$ cat src/rtl/uart_rx_pkg.sv
// Shared state encoding and constants for the UART receive controller.
package uart_rx_pkg;

    typedef enum logic [2:0] {
        IDLE   = 3'd0,
        START  = 3'd1,
        DATA   = 3'd2,
        PARITY = 3'd3,
        STOP   = 3'd4
    } rx_state_e;

    localparam int MIN_PRESCALE = 8;

    function automatic logic is_frame_state(input rx_state_e s);
        return (s != IDLE);
    endfunction

endpackage

$ cat src/rtl/uart_rx_edge_bit_counter.sv
// Oversampling edge counter and frame bit counter; last_edge marks the final
// oversampling tick of the current bit.
module uart_rx_edge_bit_counter
    import uart_rx_pkg::*;
#(
    parameter int PRESCALE_WIDTH = 6,
    parameter int BIT_CNT_WIDTH  = 4
) (
    input  logic                      CLK,
    input  logic                      RST,
    input  logic                      enable,
    input  logic                      clear,
    input  logic [PRESCALE_WIDTH-1:0] ps_q,
    output logic [PRESCALE_WIDTH-1:0] edge_cnt,
    output logic [BIT_CNT_WIDTH-1:0]  bit_cnt,
    output logic                      last_edge
);

    logic [PRESCALE_WIDTH-1:0] edge_cnt_q, edge_cnt_d;
    logic [BIT_CNT_WIDTH-1:0]  bit_cnt_q, bit_cnt_d;

    assign last_edge = (edge_cnt_q == (ps_q - PRESCALE_WIDTH'(1)));

    always_comb begin
        edge_cnt_d = edge_cnt_q;
        bit_cnt_d  = bit_cnt_q;
        if (clear) begin
            edge_cnt_d = '0;
            bit_cnt_d  = '0;
        end else if (enable) begin
            if (last_edge) begin
                edge_cnt_d = '0;
                bit_cnt_d  = bit_cnt_q + BIT_CNT_WIDTH'(1);
            end else begin
                edge_cnt_d = edge_cnt_q + PRESCALE_WIDTH'(1);
            end
        end
    end

    always_ff @(posedge CLK) begin
        if (RST) begin
            edge_cnt_q <= '0;
            bit_cnt_q  <= '0;
        end else begin
            edge_cnt_q <= edge_cnt_d;
            bit_cnt_q  <= bit_cnt_d;
        end
    end

    assign edge_cnt = edge_cnt_q;
    assign bit_cnt  = bit_cnt_q;

endmodule

$ cat src/rtl/uart_rx_ctrl.sv
// UART receive control FSM: frame sequencing, checker/sampler enables and
// the data_valid pulse for error-free frames.
//   state  | meaning
//   IDLE   | line idle, waiting for a falling edge on RX_IN
//   START  | start bit; strt_glitch at its last edge aborts the frame
//   DATA   | DATA_WIDTH data bits, one deserializer strobe each
//   PARITY | parity bit; par_err latched at its last edge
//   STOP   | stop bit; data_valid issued at its last edge if clean
module uart_rx_ctrl
    import uart_rx_pkg::*;
#(
    parameter int DATA_WIDTH     = 8,
    parameter int PRESCALE_WIDTH = 6,
    parameter int BIT_CNT_WIDTH  = 4
) (
    input  logic                      CLK,
    input  logic                      RST,
    input  logic                      RX_IN,
    input  logic                      PAR_EN,
    input  logic [PRESCALE_WIDTH-1:0] Prescale,
    input  logic                      sampled_bit,
    input  logic                      strt_glitch,
    input  logic                      par_err,
    input  logic                      stp_err,
    output logic [PRESCALE_WIDTH-1:0] edge_cnt,
    output logic [BIT_CNT_WIDTH-1:0]  bit_cnt,
    output logic                      dat_samp_en,
    output logic                      deser_en,
    output logic                      strt_chk_en,
    output logic                      par_chk_en,
    output logic                      stp_chk_en,
    output logic                      data_valid
);

    rx_state_e state_q, state_d;

    logic [PRESCALE_WIDTH-1:0] ps_q, ps_d;
    logic [PRESCALE_WIDTH-1:0] ps_load;
    logic [PRESCALE_WIDTH-1:0] ps_m3, ps_m4;
    logic                      par_err_q, par_err_d;

    logic dat_samp_en_q, dat_samp_en_d;
    logic deser_en_q,    deser_en_d;
    logic strt_chk_en_q, strt_chk_en_d;
    logic par_chk_en_q,  par_chk_en_d;
    logic stp_chk_en_q,  stp_chk_en_d;
    logic data_valid_q,  data_valid_d;

    logic last_edge;
    logic cnt_en;
    logic cnt_clear;

    // The majority-voted bit feeds the datapath only; start detection uses the raw line.
    logic unused_sampled_bit;
    assign unused_sampled_bit = sampled_bit;

    assign ps_load = (Prescale < PRESCALE_WIDTH'(MIN_PRESCALE))
                     ? PRESCALE_WIDTH'(MIN_PRESCALE) : Prescale;

    // Enables are registered, so decode one edge early to land on ps_q-2 (and ps_q-3).
    assign ps_m3 = ps_q - PRESCALE_WIDTH'(3);
    assign ps_m4 = ps_q - PRESCALE_WIDTH'(4);

    assign cnt_en    = (state_q != IDLE);
    assign cnt_clear = (state_q == IDLE) || (state_d == IDLE);

    uart_rx_edge_bit_counter #(
        .PRESCALE_WIDTH (PRESCALE_WIDTH),
        .BIT_CNT_WIDTH  (BIT_CNT_WIDTH)
    ) u_counter (
        .CLK       (CLK),
        .RST       (RST),
        .enable    (cnt_en),
        .clear     (cnt_clear),
        .ps_q      (ps_q),
        .edge_cnt  (edge_cnt),
        .bit_cnt   (bit_cnt),
        .last_edge (last_edge)
    );

    always_comb begin
        state_d       = state_q;
        ps_d          = ps_q;
        par_err_d     = par_err_q;
        dat_samp_en_d = 1'b0;
        deser_en_d    = 1'b0;
        strt_chk_en_d = 1'b0;
        par_chk_en_d  = 1'b0;
        stp_chk_en_d  = 1'b0;
        data_valid_d  = 1'b0;

        case (state_q)
            IDLE: begin
                if (!RX_IN) begin
                    state_d   = START;
                    ps_d      = ps_load;
                    par_err_d = 1'b0;
                end
            end
            START: begin
                strt_chk_en_d = (edge_cnt == ps_m3);
                if (last_edge) begin
                    state_d = strt_glitch ? IDLE : DATA;
                end
            end
            DATA: begin
                deser_en_d = (edge_cnt == ps_m3);
                if (last_edge && (bit_cnt == BIT_CNT_WIDTH'(DATA_WIDTH))) begin
                    state_d = PAR_EN ? PARITY : STOP;
                end
            end
            PARITY: begin
                par_chk_en_d = (edge_cnt == ps_m4) || (edge_cnt == ps_m3);
                if (last_edge) begin
                    state_d   = STOP;
                    par_err_d = par_err;
                end
            end
            STOP: begin
                stp_chk_en_d = (edge_cnt == ps_m3);
                if (last_edge) begin
                    state_d      = IDLE;
                    data_valid_d = !par_err_q && !stp_err;
                end
            end
            default: begin
                state_d = IDLE;
            end
        endcase

        dat_samp_en_d = is_frame_state(state_d);
    end

    always_ff @(posedge CLK) begin
        if (RST) begin
            state_q       <= IDLE;
            ps_q          <= PRESCALE_WIDTH'(MIN_PRESCALE);
            par_err_q     <= 1'b0;
            dat_samp_en_q <= 1'b0;
            deser_en_q    <= 1'b0;
            strt_chk_en_q <= 1'b0;
            par_chk_en_q  <= 1'b0;
            stp_chk_en_q  <= 1'b0;
            data_valid_q  <= 1'b0;
        end else begin
            state_q       <= state_d;
            ps_q          <= ps_d;
            par_err_q     <= par_err_d;
            dat_samp_en_q <= dat_samp_en_d;
            deser_en_q    <= deser_en_d;
            strt_chk_en_q <= strt_chk_en_d;
            par_chk_en_q  <= par_chk_en_d;
            stp_chk_en_q  <= stp_chk_en_d;
            data_valid_q  <= data_valid_d;
        end
    end

    assign dat_samp_en = dat_samp_en_q;
    assign deser_en    = deser_en_q;
    assign strt_chk_en = strt_chk_en_q;
    assign par_chk_en  = par_chk_en_q;
    assign stp_chk_en  = stp_chk_en_q;
    assign data_valid  = data_valid_q;

endmodule
$ cat config.mk
export PLATFORM = sky130hd
export DESIGN_NAME = uart_rx_ctrl
export DESIGN_NICKNAME = d
export VERILOG_FILES = /design/src/rtl/uart_rx_pkg.sv /design/src/rtl/uart_rx_edge_bit_counter.sv /design/src/rtl/uart_rx_ctrl.sv
export SDC_FILE = /design/constraint.sdc
export NUM_CORES = 1
export LEC_CHECK = 0
export BUFFER_PORTS_ARGS = -buffer_cell sky130_fd_sc_hd__buf_2
export CAP_MARGIN = 25
export CORE_MARGIN = 2
export CORE_UTILIZATION = 30
export CTS_CLUSTER_DIAMETER = 100
export CTS_CLUSTER_SIZE = 25
export DETAILED_ROUTE_END_ITERATION = 8
export SYNTH_ARGS = -nofsm -noshare
export SYNTH_HDL_FRONTEND = slang
export SYNTH_SLANG_ARGS = --single-unit
export TNS_END_PERCENT = 1
$ cat constraint.sdc
create_clock -name CLK -period 2.8 [get_ports CLK]
set_input_delay 0.14 -clock CLK [delete_from_list [all_inputs] [get_ports CLK]]
set_output_delay 0.14 -clock CLK [all_outputs]
set_load 0.02 [all_outputs]
==> After elaboration in Yosys (flattened, before gate mapping) <==
Cells that the tools add are included.
{ "word_totals": {"reg_bits": 26, "in_bits": 14, "wordCells": 66} }
{ "op_classes": {"add_sub_neg": 5, "n_lt_le_gt_ge": 1, "eq_ne": 10, "n_mux": 13, "bitwise": 6, "n_reduce_logical": 20} }
{ "ops": {"columns": ["cell", "count"], "rows": [
  ["6-bit == test", 3],
  ["3-bit two-way mux", 6],
  ["3-bit case mux with 5 select lines", 1],
  ["6-bit two-way mux", 2],
  ["2-bit OR reduction", 5],
  ["6-bit by 1-bit adder with 6-bit output (second input constant)", 1],
  ["3-bit by 2-bit == test with 1-bit output (second input constant)", 2],
  ["3-bit zero test", 2],
  ["6-bit by 4-bit less-than comparator with 1-bit output (second input constant)", 1],
  ["1-bit inverter", 6],
  ["3-bit nonzero test", 2],
  ["6-bit by 1-bit subtractor with 6-bit output (second input constant)", 1],
  ["6-bit by 2-bit subtractor with 6-bit output (second input constant)", 1],
  ["6-bit by 3-bit subtractor with 6-bit output (second input constant)", 1],
  ["4-bit by 1-bit adder with 4-bit output (second input constant)", 1],
  ["4-bit == test (second input constant)", 1],
  ["2-bit inequality test (second input constant)", 2],
  ["2-bit AND reduction", 2],
  ["3-bit by 1-bit == test with 1-bit output (second input constant)", 1],
  ["3-bit == test (second input constant)", 1],
  ["3-bit AND reduction", 1],
  ["3-bit OR reduction", 1],
  ["1-bit logical AND", 2],
  ["1-bit zero test", 2],
  ["5 further kinds", 7]
]} }

==> Depth between registers and ports, before layout <==
{ "logic_depth": {"depth_word": 8, "ltp_mapped": 10} }

==> Hierarchy <==
Synthesis repeated with hierarchy kept, for this count alone.
{ "hier_totals": {"hier_cells": 184, "hier_area_um2": 1602.8} }
{ "modules_own_cells": {"columns": ["module", "instances", "cells_per_inst", "area_each_um2", "seq_area_each_um2"], "rows": [
  ["uart_rx_ctrl", 1, 106, 912.1, 320.3],
  ["uart_rx_edge_bit_counter", 1, 78, 690.7, 200.2]
]} }

==> Worst setup path before layout <==
OpenSTA, ideal clock, no wires.
{ "synth_path": {"path_type": "reg-to-reg", "from": "register ps_q[3]", "to": "register u_counter.bit_cnt_q[0] (netlist: u_counter.bit_cnt[0])", "t_arrival_ps": 1999, "t_required_ps": 2662, "path_slack_ps": 663, "stages_incl_launch_ff": 9, "path_buffers": 0, "period_less_slack_ps": 2137, "path_cell_list": "dfxtp_1 > inv_1 > ha_1 > nor2b_1 > xnor2_1 > o31ai_2 > a31oi_1 > a311oi_4 > a211oi_1"} }
{ "synth_between": {"elab_chain_cells": 8, "elab_cells_between_ends": 12, "cone_classes": "1 x add/sub; 1 x eq/ne; 5 x mux; 5 x reduce/logical"} }
{ "synth_lines": {"columns": ["item", "line_no", "text"], "rows": [
  ["start: declaration", "uart_rx_ctrl.sv:37", "logic [PRESCALE_WIDTH-1:0] ps_q, ps_d;"],
  ["start signal: assignment", "uart_rx_ctrl.sv:137", "ps_q <= PRESCALE_WIDTH'(MIN_PRESCALE);"],
  ["start signal: assignment", "uart_rx_ctrl.sv:147", "ps_q <= ps_d;"],
  ["6-bit by 1-bit subtractor with 6-bit output *", "uart_rx_edge_bit_counter.sv:22", "assign last_edge = (edge_cnt_q == (ps_q - PRESCALE_WIDTH'(1)));"],
  ["6-bit == test *", "uart_rx_edge_bit_counter.sv:22", null],
  ["1-bit logical AND", "uart_rx_ctrl.sv:108", "if (last_edge && (bit_cnt == BIT_CNT_WIDTH'(DATA_WIDTH))) begin"],
  ["3-bit two-way mux", "uart_rx_ctrl.sv:108", null],
  ["3-bit case mux with 5 select lines", "uart_rx_ctrl.sv:92", "case (state_q)"],
  ["3-bit zero test", "uart_rx_ctrl.sv:65", "assign cnt_clear = (state_q == IDLE) || (state_d == IDLE);"],
  ["1-bit logical OR", "uart_rx_ctrl.sv:65", null],
  ["2-bit OR reduction (no source line)", null, null],
  ["end signal: assignment", "uart_rx_edge_bit_counter.sv:46", "bit_cnt_q <= bit_cnt_d;"],
  ["end: declaration", "uart_rx_edge_bit_counter.sv:20", "logic [BIT_CNT_WIDTH-1:0] bit_cnt_q, bit_cnt_d;"]
]} }
Mark *: on every way between the ends. The rest lies on a longest branch, timed or not.
A chain may end at the register's enable or synchronous reset.

==> Worst setup path in the final report <==
{ "layout_path": {"from": "register ps_q[2]", "to": "register u_counter.bit_cnt_q[1] (netlist: u_counter.bit_cnt[1])"} }
Same word-level chain as after synthesis.

==> results.md <==
* Result of the run: finished, final reports clean
* Pwr/cell area at approximately 460 nW/um2
* Total global-route track usage at around an eighth
* Synth area leaders: dfxtp_1 (34%), xnor2_1 (6.8%), ha_1 (5.7%)
* Yosys Warn Count at 0
* Clk_skew at a little under 6 ps
* Clock buffer count from CTS at 3
* Dpl ws at ~260 ps
* Synth Area in Simple Gates at 26.5%
* Cells after Synth at roughly 180
* Syn Nets at 196
* GPL Wtd Cong at between 0.8 and 0.9
* Static leakage at around 0.00073 uW
* CTS sink cnt at 26
* RSZ-0062 raised after global routing: false
* Post-CTS Setup Bufs at 0
* Slew margin rel. at between 50 and 60%
* Worst Path Arrival at around 2700 ps
* Asr flop ratio synth at 0%
* Post-Route Utilization at between 30% and 40%
* Vias in the first global route at about 1200
* Clock transition at path regs at roughly 90 ps
* ANT nets after route at 0
* CP top delay family: compound AO/OA/AOI/OAI gates
* Top FF cell, synth: dfxtp_1
* Critical path's slowest cell: dfxtp_1
* EDFF count, synth at 0
* Die width at 75.7 um
* GR Overflow Total at 0
* H-Tree Depth at 1
* DRT iter0 DRCs at 32
* Pin count of the biggest net entering global routing at 16
* Synthesized flop and latch total at 26
* Max Fclk at around 400 MHz
* Tcrit/Tclk final at roughly nine tenths
* WP data required at 2980 ps
* Min-Delay Path Class: in -> reg
* Tot Pwr at a little over 800 uW
* Setup WS post-layout at roughly 310 ps
* HPWL Detailed at 2.59 mm
* Port bufs at 28
* Final min period at between 2000 and 2500 ps
* Layout cells sized above 1 at between 20% and 30%
* Core area at about 5000 um2
* Final Max Tran Viols at 0
* Adder-cell share of the synthesized area at 5.67%
* Largest area contributor in the netlist: dfxtp_1
* Die area at between 5000 and 6000 um2
* Setup CP Type: reg -> reg
* Worst slew pin tran at about 630 ps
* Initial antenna violation count at 0
* Vias per cell at roughly 4.7
* Routed length per instance at around 12 um
* Mux cell area share after synthesis at 1.30%
* First-pass DRT Iterations at 4
* FP Rows at 26
* Main combinational cell family by area after synthesis: simple AND/OR/NAND/NOR gates
* Worst path max stage delay at around 520 ps
* Hold Vio Cnt, Final at 0
* Setup TNS at 0 ps
* Synth Area in Compound Gates at 12.2%
* Via count at ~1300
* Maxcap violations at 0
* Worst-case clock buffer depth at 2
* VDD IR max at 0.223 mV
* Post-Syn Area at roughly 1500 um2
* Synth top area share at around 34%
* Avg Cell Area, Syn at ~8.8 um2
* WP buf/inv at 1
* Post-Route WL at between 3 and 4 mm
* DRC violations left at 0
* First-pass GRT wire length at approximately 5.6 mm
* Sequential fraction of the synthesis area at 33.7%
* TritonCTS clock tree: done
* Area growth, synth to finish at 17.1%
* Crit-path max FO at 8
* WHS at 96.5 ps
* Nets@finish at around 230
* Ant diodes at 0
* Netlist cell types at 38
* CP endpoint kind: flip-flop
* Clock Latency Late Sink at 270 ps
* # IOs at 30
* Initial core utilization at 30.6%
* Critical path launch point type: flip-flop
* Die H at about 76 um
* Clock root buffer master: clkbuf_8
* Crit path cell chain: inv_1, ha_1, nor2b_1, xnor2_1, o31ai_4, and3_1, a211oi_2, a211oi_1
* Synth Area in XOR/XNOR at 14.3%
* Final Setup Violations at 0
power by group:
part / internal [uW] / switching [uW]
combinational: 54.9 / 73.1
clock: 191 / 120
sequential: 379 / 12.9
total: 625 / 206
layer usage:
layer / global-route usage, % / part of all wire, % / wire length, um / vias to the layer above
li1: - / - / - / 660
met1: 15.5 / 45 / 1460 / 596
met2: 22.3 / 51 / 1660 / 19
met3: 1.98 / 3.1 / 100 / 2
met4: 3.51 / 0.65 / 21 / 0
met5: 0 / 0 / 0 / -
final timing paths:
| check | cells after the start | slack, ps | from | end |
|---|---|---|---|---|
| worst max-delay path | 8 | 310 | ps_q[2] | u_counter.bit_cnt[1] |
| worst max register to register | 8 | 310 | ps_q[2] | u_counter.bit_cnt[1] |
| worst min register to register | 2 | 480 | ps_q[5] | ps_q[5] |
| worst min-delay path | 3 | 100 | stp_err | data_valid |
registers in the layout, summed over array words and instances, names as in the netlist, 3 cells and up:
name and cells:
ps_q 6, state_q 3, u_counter.bit_cnt 4, u_counter.edge_cnt 6
Yosys cell counts, drive strengths merged, types with 2 or more instances:
cell type  number
and3            5
nor3            7
mux2i           2
a211oi          5
dfxtp          26
ha              7
nand2          17
inv             8
a21oi          10
nor2b           2
nand3           8
or2             3
a31oi           2
nor2           20
buf             7
xor2            7
nand4           6
or3             4
o21ai           3
xnor2          14
o31ai           2
placed cells by master, fill, tap and decap left out, types with 6 or more instances in the layout:
cell type	count
xnor2_1	12
inv_1	8
dfxtp_1	26
nand2_1	17
a21oi_1	10
xor2_1	7
buf_2	28
nand3_1	7
nor3_1	6
nor2_1	20
ha_1	7
nand4_1	6
metrics by stage:
step	instance area, um2	instances
3_3_place_gp	1730	269
5_1_grt	1810	273
6_report	1810	273
2_1_floorplan	1540	175
3_5_place_dp	1730	269
4_1_cts	1800	273
area by class of cell:
| type | count | area, um2 |
|---|---|---|
| fillers | 519 | 3230 |
| multi-input cells | 134 | 936 |
| flip-flops and latches | 26 | 520 |
| repair buffers | 31 | 163 |
| well taps | 70 | 87.6 |
| clock buffers | 3 | 41.3 |
| clock inverters | 1 | 30.0 |
| inverters | 8 | 30.0 |
worst reg2reg max path, stage by stage (launching register included):
cell and delay (ps):
dfxtp_1 520, inv_1 110, ha_1 240, nor2b_1 150, xnor2_1 160, o31ai_4 380
and3_1 420, a211oi_2 180, a211oi_1 260
what timing repair did:
action                                  in CTS  in global routing
endpoints found under the setup margin       0                  4
resized for setup                            0                  1
hold buffers                                 0                  0
cells by family after synthesis:
group / count (synthesis)
xor+xnor: 22
buf+inv: 15
compound gates: 26
fa+ha+maj: 7
flops: 26
mux: 2
simple gates: 77
Note: power is estimated with default switching activity, not from simulation.
